--- config.mk ---
export PLATFORM = sky130hd
export DESIGN_NAME = negedge_sync_fifo
export DESIGN_NICKNAME = d
export VERILOG_FILES = /design/src/rtl/negedge_sync_fifo.sv
export SDC_FILE = /design/constraint.sdc
export NUM_CORES = 1
export LEC_CHECK = 0
export BUFFER_PORTS_ARGS = -buffer_cell sky130_fd_sc_hd__buf_2
export CORE_ASPECT_RATIO = 1.75
export CORE_MARGIN = 2
export CORE_UTILIZATION = 45
export CTS_CLUSTER_DIAMETER = 100
export DETAILED_ROUTE_END_ITERATION = 10
export GPL_TIMING_DRIVEN = 1
export HOLD_SLACK_MARGIN = 0.08
export PLACE_DENSITY_LB_ADDON = 0.08
export SLEW_MARGIN = 5
export SYNTH_ARGS = -nofsm -noshare
export SYNTH_HDL_FRONTEND = slang
export SYNTH_SLANG_ARGS = --single-unit
--- constraint.sdc ---
create_clock -name clk_i -period 3.3 [get_ports clk_i]
set_input_delay 0 -clock clk_i [delete_from_list [all_inputs] [get_ports clk_i]]
set_output_delay 0 -clock clk_i [all_outputs]
set_load 0.01 [all_outputs]
--- src/rtl/negedge_sync_fifo.sv ---
// Single-clock byte FIFO for the FT2232H receive path.
// All state advances on the falling edge of clk_i, so the consumer can set up
// rdreq during the high phase. rdempty is exported directly as RXF#
// (high = no data). q is registered and updates one falling edge after the
// read is accepted; it is not show-ahead.
module negedge_sync_fifo #(
  parameter int DATA_WIDTH    = 8,
  parameter int ADDRESS_WIDTH = 4
) (
  input  logic                    clk_i,
  input  logic                    clear_n,
  input  logic [DATA_WIDTH-1:0]   data,
  input  logic                    wrreq,
  input  logic                    rdreq,
  output logic [DATA_WIDTH-1:0]   q,
  output logic                    rdempty,
  output logic                    wrfull,
  output logic [ADDRESS_WIDTH:0]  usedw
);

  localparam int DEPTH = 1 << ADDRESS_WIDTH;

  logic [DATA_WIDTH-1:0]  mem [DEPTH];
  logic [ADDRESS_WIDTH:0] wr_ptr;
  logic [ADDRESS_WIDTH:0] rd_ptr;
  logic                   wr_en;
  logic                   rd_en;

  // Pointers carry one extra wrap bit: equal pointers mean empty, equal
  // index with differing wrap bits means full.
  assign rdempty = (wr_ptr == rd_ptr);
  assign wrfull  = (wr_ptr[ADDRESS_WIDTH-1:0] == rd_ptr[ADDRESS_WIDTH-1:0]) &&
                   (wr_ptr[ADDRESS_WIDTH] != rd_ptr[ADDRESS_WIDTH]);
  assign usedw   = wr_ptr - rd_ptr;

  // Accepts use the pre-edge flags: a full FIFO rejects a simultaneous
  // write, an empty FIFO rejects a simultaneous read (no bypass).
  assign wr_en = wrreq & ~wrfull;
  assign rd_en = rdreq & ~rdempty;

  // Storage write; contents survive reset, clear only discards via pointers.
  always_ff @(negedge clk_i) begin
    if (clear_n && wr_en) begin
      mem[wr_ptr[ADDRESS_WIDTH-1:0]] <= data;
    end
  end

  // Pointer and read-data registers with synchronous active-low clear.
  always_ff @(negedge clk_i) begin
    if (!clear_n) begin
      wr_ptr <= '0;
      rd_ptr <= '0;
      q      <= '0;
    end else begin
      if (wr_en) begin
        wr_ptr <= wr_ptr + 1'b1;
      end
      if (rd_en) begin
        q      <= mem[rd_ptr[ADDRESS_WIDTH-1:0]];
        rd_ptr <= rd_ptr + 1'b1;
      end
    end
  end

endmodule

; ---- Yosys cells after proc, flatten, opt, wreduce, memory -nomap -nowiden
; Memories as Yosys holds them, arrays and structs flattened. A register that Yosys moved wholly into a read port is not among the register bits.
; Cells that the tools add are included.
; Widths: inputs -> output; s select.
[totals]
regBits = 10
latchBits = 0
ram_bits = 128
mem_bits_ro = 0
inputBits = 12
output_inout_bits = 15
mem_count = 1
[op_classes]
add_sub_neg = 3
n_mul = 0
div = 0
magnitude_cmp = 0
eq_ne = 3
shifts = 0
mux = 2
n_bitwise = 4
reduce_logical = 3
[memory_table]
columns = name, words, width, read_ports, rd_clocked_by_memory_dff, wr, line
row1 = mem, 16, 8, 1, 1, 1, 23  ; logic [DATA_WIDTH-1:0] mem [DEPTH];
[op_table]
columns = cell, count
row1 = $add 5x1->5 const B, 2
row2 = $eq 5x5->1, 1
row3 = $sub 5x5->5, 1
row4 = $eq 4x4->1, 1
row5 = $and 1x1->1, 2
row6 = $logic_and 1x1->1, 2
row7 = $mux 1, 2
row8 = $not 1->1, 2
row9 = $logic_not 1->1, 1
row10 = $ne 1x1->1, 1

; ---- Longest topological paths before layout
; Gate-level depths: netlist of run 1.
[logic_depth]
word_depth = 7
ltp_mapped = 9

==> results.yml, run 1 <==
power_and_ir_drop:
  clock_power_share_pct: 46.1
  power_report.internal_total_uw: 3880
  power.sequential.fraction_pct: 37.9
  combPwrFrac_pct: 16.0
  p_sw_share_pct: 29.5
  power_density_mw_per_mm2: 695
  report.power.total_uw: 5510
  vdd_drop_max_mv: 0.386
  power_leakage_uw: 0.00331
  power_switching_uw: 1630
layout:
  layout.cells.most_common: "sky130_fd_sc_hd__inv_1"
  fin_util_pct: 61.3
  fin_area_mm2: 0.00793
  layout_common_cells: "sky130_fd_sc_hd__inv_1 (149), sky130_fd_sc_hd__edfxtp_1 (128), sky130_fd_sc_hd__buf_4 (56)"
  layout.nets: 625
  n_antenna_cell: 0
  layout-drive-gt1-share_pct: 24.6
  area_delta_synth_final_pct: 33.1
sta:
  drv_slew: 0
  relSlewSlack_pct: 28.6
  fin_ws_ps: -284
  fin_worst_skew_ps: 21.3
  finalSetupViolations: 3
  final_hold_viol_count: 0
  rsz0062_at_grt: "yes"
  slew_of_the_pin_with_the_lowest_slew_margin_ps: 1070
  hold_ws_ps: 526
worst_setup_path:
  required_ps: 3300
  worstPathBufferInverterCount: 3
  r2r_cells: 20
  critPathMaxStageDelay_ps: 340
  worst-path-max-fanout: 2
  setup.worst_path.start_class: "flop"
  cp.depth: 8
  critical-path-top-delay-family: "adder cells"
  worstSetupEndpointType: "primary output"
  worst_path_max_delay_cell: "sky130_fd_sc_hd__fa_2"
  path_cells: "inv_2 -> ha_4 -> inv_2 -> fa_2 -> a21o_1 -> a21oi_2 -> xnor2_1 -> buf_2"
  path_class: "reg -> out"
  cpMostUsedCell: "sky130_fd_sc_hd__inv_2"
  critical_path_arrival_ps: 3580
clock_tree:
  clock_tree.buffer_depth: 2
  clock_latency_on_the_worst_skew_pair_ps: 450
  numCtsBuffers: 17
  cts_hold_buffers: 0
  cts_tree: "yes"
  numClockSinks: 146
  clkSlewWorstSetupHoldPaths_ps: 40
  clockRootBuffer: "sky130_fd_sc_hd__clkbuf_16"
  cts-htree-levels: 4
drt:
  drt_drc_violations_left: 0
  num_vias: 3994
  avgRoutedWirePerCell_um: 18.1
  antenna_left: 0
  detail_route.iter0.violations: 190
  wirelength_um: 14300
  first_pass_iters: 4
  drt-vias-per-instance: 5.08
placed_design:
  globalplace.congestion: 0.801
  detailed_place_hpwl_um: 8740
  placement_setup_slack_ps: 44.8
  buffer_ports.inserted: 26
  dpl_cell_area_mm2: 0.00638
die:
  top_level_ports: 27
  die_h_um: 156
  coreArea_mm2: 0.0129
  die_area_mm2: 0.0142
  initial_core_util_pct: 46.1
  num_rows: 55
  die-width_um: 91.0
outcome:
  failed_checks: "negative setup slack"
  status: "finished, violations left"
yosys:
  syn-mean-instance-area_um2: 16.2
  xor_xnor_fraction_of_synth_area_pct: 1.47
  synth_cells: 368
  yosysSeqAreaShare_pct: 70.5
  main_combinational_cell_family_by_area_after_synthesis: "multiplexers"
  synth_area_leader_cell: "sky130_fd_sc_hd__edfxtp_1"
  synth-seq-cells: 146
  synth_area_leaders: "sky130_fd_sc_hd__edfxtp_1 (64%), sky130_fd_sc_hd__mux2i_1 (8.7%), sky130_fd_sc_hd__dfxtp_1 (6.0%)"
  synthesis.nets: 390
  simple_gate_area_share_of_the_yosys_netlist_pct: 4.62
  ys.flop_type: "sky130_fd_sc_hd__edfxtp_1"
  synth_cell_type_count: 37
  area_of_the_mapped_netlist_mm2: 0.00596
  synth-async-reset-ratio_pct: 0
  synth.yosys.warnings: 0
  synth_edf_count: 128
  synth_mux_area_share_pct: 11.8
  synth_largest_type_area_fraction_pct: 64.5
  fraction_of_the_mapped_netlist_area_in_adder_cells_pct: 2.23
  synth-compound-area-share_pct: 6.32
flow_run:
  drv_cap: 0
global_route:
  antenna_violations_before_repair: 0
  grt_start_max_net_pins: 61
  grt_util_met2_pct: 38.6
  grt_first_pass_wirelength_um: 21600
  grt_use_met3_pct: 7.13
  grt_pass1_vias: 4456
  globalRouteOverflowTotal: 0
  grt.met1_usage_pct: 19.2
  track_usage_pct: 21.2
  gr-max-usage-layer: "met2"
min_path:
  hold_class: "reg -> reg"
  timing.hold.worst_path_depth: 2
[worst register-to-register path: cells and delay by family (launching register included)]
| kind | cells | cell delay (ps) |
|---|---|---|
| buffers and inverters | 15 | 1750 |
| AOI/OAI and AO/OA | 1 | 240 |
| adders and majority gates | 1 | 280 |
| DFF | 1 | 340 |
| muxes | 1 | 130 |
| and+or+nand+nor | 2 | 350 |
[cell usage after synthesis, types with 4 or more instances]
cell / count
sky130_fd_sc_hd__inv_1: 8
sky130_fd_sc_hd__a31oi_1: 9
sky130_fd_sc_hd__edfxtp_1: 128
sky130_fd_sc_hd__buf_6: 4
sky130_fd_sc_hd__ha_1: 9
sky130_fd_sc_hd__o22ai_1: 16
sky130_fd_sc_hd__xnor2_1: 7
sky130_fd_sc_hd__nand2b_1: 4
sky130_fd_sc_hd__nand3_1: 5
sky130_fd_sc_hd__o21ai_1: 7
sky130_fd_sc_hd__clkbuf_1: 6
sky130_fd_sc_hd__nor2_1: 25
sky130_fd_sc_hd__mux4_2: 7
sky130_fd_sc_hd__nor3_1: 5
sky130_fd_sc_hd__mux2i_1: 52
sky130_fd_sc_hd__and2_1: 5
sky130_fd_sc_hd__a221oi_1: 8
sky130_fd_sc_hd__dfxtp_1: 18
sky130_fd_sc_hd__o21ai_0: 9
[what timing repair did]
item / CTS / global route
endpoints found under the setup margin: 6 / 72
setup buffers: 36 / 3
gates resized for setup: 26 / 16
pin swaps: 7 / 7
[kinds of logic (layout without fill, tap and decap cells)]
logic type | Yosys count | count (layout)
buf+inv | 27 | 274
xor+xnor | 10 | 10
compound gates | 59 | 59
mux | 60 | 60
flops | 146 | 146
simple gates | 56 | 56
fa+ha+maj | 10 | 10
[sequential cells by signal (all words and copies together) (netlist names)]
register	count
q	8
wr_ptr	5
rd_ptr	5
mem	128
[routing by layer]
metal / wire length, um / vias to the layer above
met5: 0 / -
met4: 473 / 0
met3: 526 / 24
met2: 8040 / 90
met1: 5220 / 1978
li1: - / 1902
[through the flow]
stage               std cells  setup TNS [ps]
floorplan                 368               0
global placement          576               0
detailed placement        576               0
CTS                       788            -705
global route              786            -886
finish                    786            -524
[final cells by class]
class                           count  area (um^2)
Clock buffer                       17          425
Clock inverter                    160          702
Fill cell                        1065         5010
Inverter                            7         31.3
Multi-Input combinational cell    195         1690
Sequential cell                   146         4220
Tap cell                          171          214
Timing Repair Buffer               90          647
[path summary, 6_finish.rpt]
path / start / to / slack, ps
setup reg to reg: rd_ptr[3]$_SDFFE_NN0P_ / rd_ptr[4]$_SDFFE_NN0P_ / 70
hold / removal: rd_ptr[4]$_SDFFE_NN0P_ / rd_ptr[4]$_SDFFE_NN0P_ / 530
hold reg to reg: rd_ptr[4]$_SDFFE_NN0P_ / rd_ptr[4]$_SDFFE_NN0P_ / 530
setup / recovery: wr_ptr[0]$_SDFFE_NN0P_ / usedw[4] / -280
[power groups by stage]
stage,clock (uW),combinational (uW),sequential (uW)
finish,2540,880,2090
detailed placement,265,643,2110
global route,2830,939,2090
CTS,2630,833,2090
floorplan,265,470,2120
global placement,265,633,2110
Power figures use the tool's default switching activity.
==> inputs of run 2 (changes only) <==
Settings changed: ABC_AREA set to 1, SLEW_MARGIN 5 to 15.
==> results.yml, run 2 <==
worst_setup_path:
  required_ps: 3300
  setup.worst_path.start_class: "flop"
  reg2reg_setup_slack_ps: 970
  path_class: "reg -> out"
  timing.rr.end: "q[2]$_SDFFE_NN0P_"
  worstSetupEndpointType: "primary output"
  critical_path_arrival_ps: 3400
  r2r_cells: 10
  reg_to_reg_critical_path_startpoint: "rd_ptr[0]$_SDFFE_NN0P_"
  worst-path-max-fanout: 2
sta:
  drv_slew: 0
  rsz0062_at_grt: "yes"
  finalSetupViolations: 2
  relSlewSlack_pct: 46.8
  slew_of_the_pin_with_the_lowest_slew_margin_ps: 798
  fin_worst_skew_ps: 23.8
  fin_ws_ps: -103
  final_hold_viol_count: 0
die:
  die_area_mm2: 0.0153
  initial_core_util_pct: 46.3
  top_level_ports: 27
  coreArea_mm2: 0.0139
  num_rows: 57
  die-width_um: 94.4
  die_h_um: 162
yosys:
  synth_cell_type_count: 25
  synth_edf_count: 128
  synth_area_leader_cell: "sky130_fd_sc_hd__edfxtp_1"
  yosysSeqAreaShare_pct: 65.3
  synth.yosys.warnings: 0
  synth-seq-cells: 146
  syn-mean-instance-area_um2: 10.1
  synth_cells: 637
  synth-async-reset-ratio_pct: 0
  synth_area_leaders: "sky130_fd_sc_hd__edfxtp_1 (60%), sky130_fd_sc_hd__nand2_1 (10%), sky130_fd_sc_hd__nand3_1 (7.3%)"
  post_synth_most_frequent_cells: "sky130_fd_sc_hd__nand2_1 (179), sky130_fd_sc_hd__edfxtp_1 (128), sky130_fd_sc_hd__inv_1 (95), sky130_fd_sc_hd__nand3_1 (94), sky130_fd_sc_hd__a21oi_1 (27)"
  synth_largest_type_area_fraction_pct: 59.7
  post-synth-top-count-cell: "sky130_fd_sc_hd__nand2_1"
  synthesis.nets: 659
  area_of_the_mapped_netlist_mm2: 0.00644
  ys.flop_type: "sky130_fd_sc_hd__edfxtp_1"
power_and_ir_drop:
  power_report.internal_total_uw: 3500
  report.power.total_uw: 5200
  power_leakage_uw: 0.00395
  vdd_drop_max_mv: 0.497
  combPwrFrac_pct: 13.4
  clock_power_share_pct: 46.5
  power_switching_uw: 1700
  power.sequential.fraction_pct: 40.2
  p_sw_share_pct: 32.7
  power_density_mw_per_mm2: 645
drt:
  antenna_left: 0
  wirelength_um: 16200
  avgRoutedWirePerCell_um: 15.9
  drt_drc_violations_left: 0
  num_vias: 5083
  detail_route.iter0.violations: 367
  first_pass_iters: 5
  drt-vias-per-instance: 4.98
outcome:
  failed_checks: "negative setup slack"
  status: "finished, violations left"
placed_design:
  detailed_place_hpwl_um: 9360
  dpl_cell_area_mm2: 0.00683
  globalplace.congestion: 0.780
  buffer_ports.inserted: 26
clock_tree:
  cts_tree: "yes"
  clockRootBuffer: "sky130_fd_sc_hd__clkbuf_16"
  cts-htree-levels: 4
  clkSlewWorstSetupHoldPaths_ps: 30
  numClockSinks: 146
  clock_tree.buffer_depth: 2
  numCtsBuffers: 17
  clock_latency_on_the_worst_skew_pair_ps: 460
global_route:
  antenna_violations_before_repair: 0
  globalRouteOverflowTotal: 0
  grt_pass1_vias: 5517
  grt_first_pass_wirelength_um: 26000
  track_usage_pct: 22.9
  grt_start_max_net_pins: 68
min_path:
  hold_start: "wr_ptr[4]$_SDFFE_NN0P_"
  min_to: "wr_ptr[4]$_SDFFE_NN0P_"
  hold_class: "reg -> reg"
  timing.hold.worst_path_depth: 2
layout:
  layout.cells.most_common: "sky130_fd_sc_hd__inv_1"
  largest_register_ff_count: 128
  layout.nets: 854
  layout-drive-gt1-share_pct: 14.1
  area_delta_synth_final_pct: 25.1
  fill_cells: 1280
  fin_area_mm2: 0.00805
  n_antenna_cell: 0
  layout_common_cells: "sky130_fd_sc_hd__inv_1 (238), sky130_fd_sc_hd__nand2_1 (177), sky130_fd_sc_hd__edfxtp_1 (128)"
flow_run:
  drv_cap: 0
==> run 2: cell types whose count changed after synthesis, sizes merged, moves of 16 or more <==
| cell | change |
|---|---|
| a21oi | +26 |
| inv | +92 |
| mux2i | -52 |
| nand2 | +181 |
| nand3 | +90 |
| o22ai | -16 |
==> run 2: cell families after synthesis <==
kind of cell	Yosys count	synth area share [%]
AOI/OAI and AO/OA	40	3.17
buffers and inverters	127	8.20
xor gates and xnor gates	8	1.09
DFF	146	65.3
adders and majority gates	10	2.06
and+or+nand+nor	306	20.2
==> run 2: metal layers <==
metal  GRT usage [%]  up-vias  share of wire [%]
met5               0        -                  0
met4            15.7        0                3.0
met3            7.14       20                3.8
met2            37.8      136                 52
met1            24.8     2454                 41
li1                -     2473                  -
==> run 2: critical path, stage by stage (launching register included) <==
cell                      delay, ps
sky130_fd_sc_hd__dfxtp_2        310
sky130_fd_sc_hd__inv_2           70
sky130_fd_sc_hd__ha_4           130
sky130_fd_sc_hd__inv_4           30
sky130_fd_sc_hd__fa_2           340
sky130_fd_sc_hd__nand3_2         80
sky130_fd_sc_hd__nand2_2         50
sky130_fd_sc_hd__xor2_1         150
sky130_fd_sc_hd__buf_2          150
==> run 2: power by group through the flow <==
stage,Combinational [uW],Clock [uW],Sequential (uW)
5_1_grt,776,2720,2090
3_5_place_dp,653,265,2110
2_1_floorplan,429,265,2110
6_report,694,2410,2090
3_3_place_gp,642,265,2110
4_1_cts,676,2510,2090
==> run 2: final cells by class <==
type                       instances  area (um^2)  area share, %
tap                              177          221           2.75
multi-input combinational        364         1770           22.0
clock inverter                   159          649           8.06
inverter                         100          388           4.82
clock buffer                      17          425           5.28
sequential                       146         4220           52.4
timing repair buffer              57          382           4.74
==> run 2: how the worst max path moves through the flow <==
stage	slack, ps	endpoint	startpoint	cells past startpoint
after global routing	-190	usedw[4]	wr_ptr[0]$_SDFFE_NN0P_	8
after global placement	160	usedw[4]	wr_ptr[0]$_SDFFE_NN0P_	8
after CTS	-130	usedw[4]	wr_ptr[0]$_SDFFE_NN0P_	8
final	-100	usedw[4]	wr_ptr[0]$_SDFFE_NN0P_	8
after detailed placement	120	usedw[4]	wr_ptr[0]$_SDFFE_NN0P_	8
after floorplan	170	usedw[4]	rd_ptr[1]$_SDFFE_NN0P_	7
==> run 2: timing repair <==
action                                  CTS  global route
endpoints found under the setup margin    6             6
setup buffers                             4             4
pin swaps                                 4             6
hold buffers                              0             0
gates resized for setup                  17            10
==> run 2: stage by stage <==
| stage | utilization (%) | worst slack [ps] | setup TNS [ps] | hold WS [ps] | cells |
|---|---|---|---|---|---|
| finish | 57.9 | -103 | -188 | 491 | 1020 |
| floorplan | - | 172 | 0 | 457 | 637 |
| detailed placement | 49.1 | 116 | 0 | 492 | 837 |
| global placement | 49.1 | 161 | 0 | 469 | 837 |
| CTS | 57.5 | -130 | -229 | 497 | 1016 |
| global route | 57.9 | -187 | -422 | 528 | 1020 |
==> inputs of run 3 (changes only) <==
Clock period 3.3 ns to 3.9 ns, I/O delays scaled along.
==> results.yml, run 3 (synthesis gave the netlist of run 2 again) <==
worst_setup_path:
  reg_to_reg_critical_path_startpoint: "rd_ptr[0]$_SDFFE_NN0P_"
  worst-path-max-fanout: 5
  required_ps: 3900
  worstSetupEndpointType: "primary output"
  r2r_cells: 8
  reg2reg_setup_slack_ps: 940
  setup.worst_path.start_class: "flop"
  critical_path_arrival_ps: 3820
  timing.rr.end: "q[3]$_SDFFE_NN0P_"
  path_class: "reg -> out"
die:
  initial_core_util_pct: 46.3
  coreArea_mm2: 0.0139
  num_rows: 57
  die-width_um: 94.4
  die_area_mm2: 0.0153
  top_level_ports: 27
  die_h_um: 162
global_route:
  globalRouteOverflowTotal: 0
  antenna_violations_before_repair: 0
  grt_pass1_vias: 5113
  track_usage_pct: 22.1
  grt_first_pass_wirelength_um: 24800
  grt_start_max_net_pins: 68
clock_tree:
  clockRootBuffer: "sky130_fd_sc_hd__clkbuf_16"
  cts_tree: "yes"
  cts-htree-levels: 4
  clock_latency_on_the_worst_skew_pair_ps: 450
  clock_tree.buffer_depth: 2
  numCtsBuffers: 17
  numClockSinks: 146
  clkSlewWorstSetupHoldPaths_ps: 30
layout:
  largest_register_ff_count: 128
  fin_area_mm2: 0.00797
  layout.nets: 845
  stdcell_count: 1013
  layout-drive-gt1-share_pct: 11.7
  layout_common_cells: "sky130_fd_sc_hd__inv_1 (240), sky130_fd_sc_hd__nand2_1 (179), sky130_fd_sc_hd__edfxtp_1 (128)"
  layout.cells.most_common: "sky130_fd_sc_hd__inv_1"
  n_antenna_cell: 0
  area_delta_synth_final_pct: 23.8
min_path:
  min_to: "wr_ptr[4]$_SDFFE_NN0P_"
  timing.hold.worst_path_depth: 2
  hold_class: "reg -> reg"
  hold_start: "wr_ptr[4]$_SDFFE_NN0P_"
power_and_ir_drop:
  power_leakage_uw: 0.00391
  vdd_drop_max_mv: 0.368
  report.power.total_uw: 4530
  power_density_mw_per_mm2: 569
placed_design:
  buffer_ports.inserted: 26
  detailed_place_hpwl_um: 9410
  globalplace.congestion: 0.825
  dp.cells: 835
  dpl_cell_area_mm2: 0.00680
  placement_setup_slack_ps: 398
sta:
  final_hold_viol_count: 0
  fin_ws_ps: 84.9
  fin_worst_skew_ps: 16.4
  finalSetupViolations: 0
  relSlewSlack_pct: 32.4
  slew_of_the_pin_with_the_lowest_slew_margin_ps: 1010
  drv_slew: 0
drt:
  drt-vias-per-instance: 4.85
  num_vias: 4909
  antenna_left: 0
  detail_route.iter0.violations: 252
  wirelength_um: 15700
  first_pass_iters: 6
  drt_drc_violations_left: 0
  avgRoutedWirePerCell_um: 15.5
flow_run:
  drv_cap: 0
outcome:
  status: "finished, final reports clean"
[run 3: metal layers]
layer | track usage, % | wire length, um | vias up
li1 | - | - | 2447
met1 | 25.7 | 6570 | 2327
met2 | 35.0 | 8270 | 115
met3 | 7.88 | 560 | 20
met4 | 13.0 | 273 | 0
met5 | 0 | 0 | -
[run 3: worst max-delay path by stage]
stage                                 from  slack (ps)  endpoint
floorplan           rd_ptr[1]$_SDFFE_NN0P_         470  usedw[4]
global placement    wr_ptr[0]$_SDFFE_NN0P_         430  usedw[4]
detailed placement  wr_ptr[0]$_SDFFE_NN0P_         400  usedw[4]
CTS                 wr_ptr[0]$_SDFFE_NN0P_          20  usedw[4]
global route        wr_ptr[0]$_SDFFE_NN0P_          -4  usedw[4]
finish              wr_ptr[0]$_SDFFE_NN0P_          80  usedw[4]
[run 3: repair_timing]
action	CTS	global route
setup endpoints to repair	1	3
gates resized for setup	2	3
setup buffers	0	1
pin swaps	0	0
gates cloned	0	0
hold buffers	0	0
[run 3: area by class of cell]
cell class	instances	area, um^2
fillers	1266	5930
flip-flops and latches	146	4210
multi-input cells	364	1720
clock inverters	161	724
clock buffers	17	425
inverters	100	379
repair buffers	48	295
well taps	177	221
[run 3: per-stage QoR]
step	util (%)	hold WS, ps	setup TNS (ps)
2_1_floorplan	-	457	0
3_3_place_gp	48.9	476	0
3_5_place_dp	48.9	485	0
4_1_cts	57.2	491	0
5_1_grt	57.3	521	-4.49
6_report	57.3	489	0
[run 3: critical path, cell delays in order (launching register included)]
cell and delay [ps]:
sky130_fd_sc_hd__dfxtp_2 330, sky130_fd_sc_hd__inv_2 80, sky130_fd_sc_hd__ha_1 150, sky130_fd_sc_hd__inv_1 70
sky130_fd_sc_hd__fa_2 350, sky130_fd_sc_hd__nand3_1 90, sky130_fd_sc_hd__nand2_1 60, sky130_fd_sc_hd__xor2_1 140
sky130_fd_sc_hd__buf_2 150
[run 3: where the power goes]
part           internal (uW)  switching [uW]  total (uW)
logic                    160             381         541
registers               1750            20.8        1770
clock network           1210            1020        2230
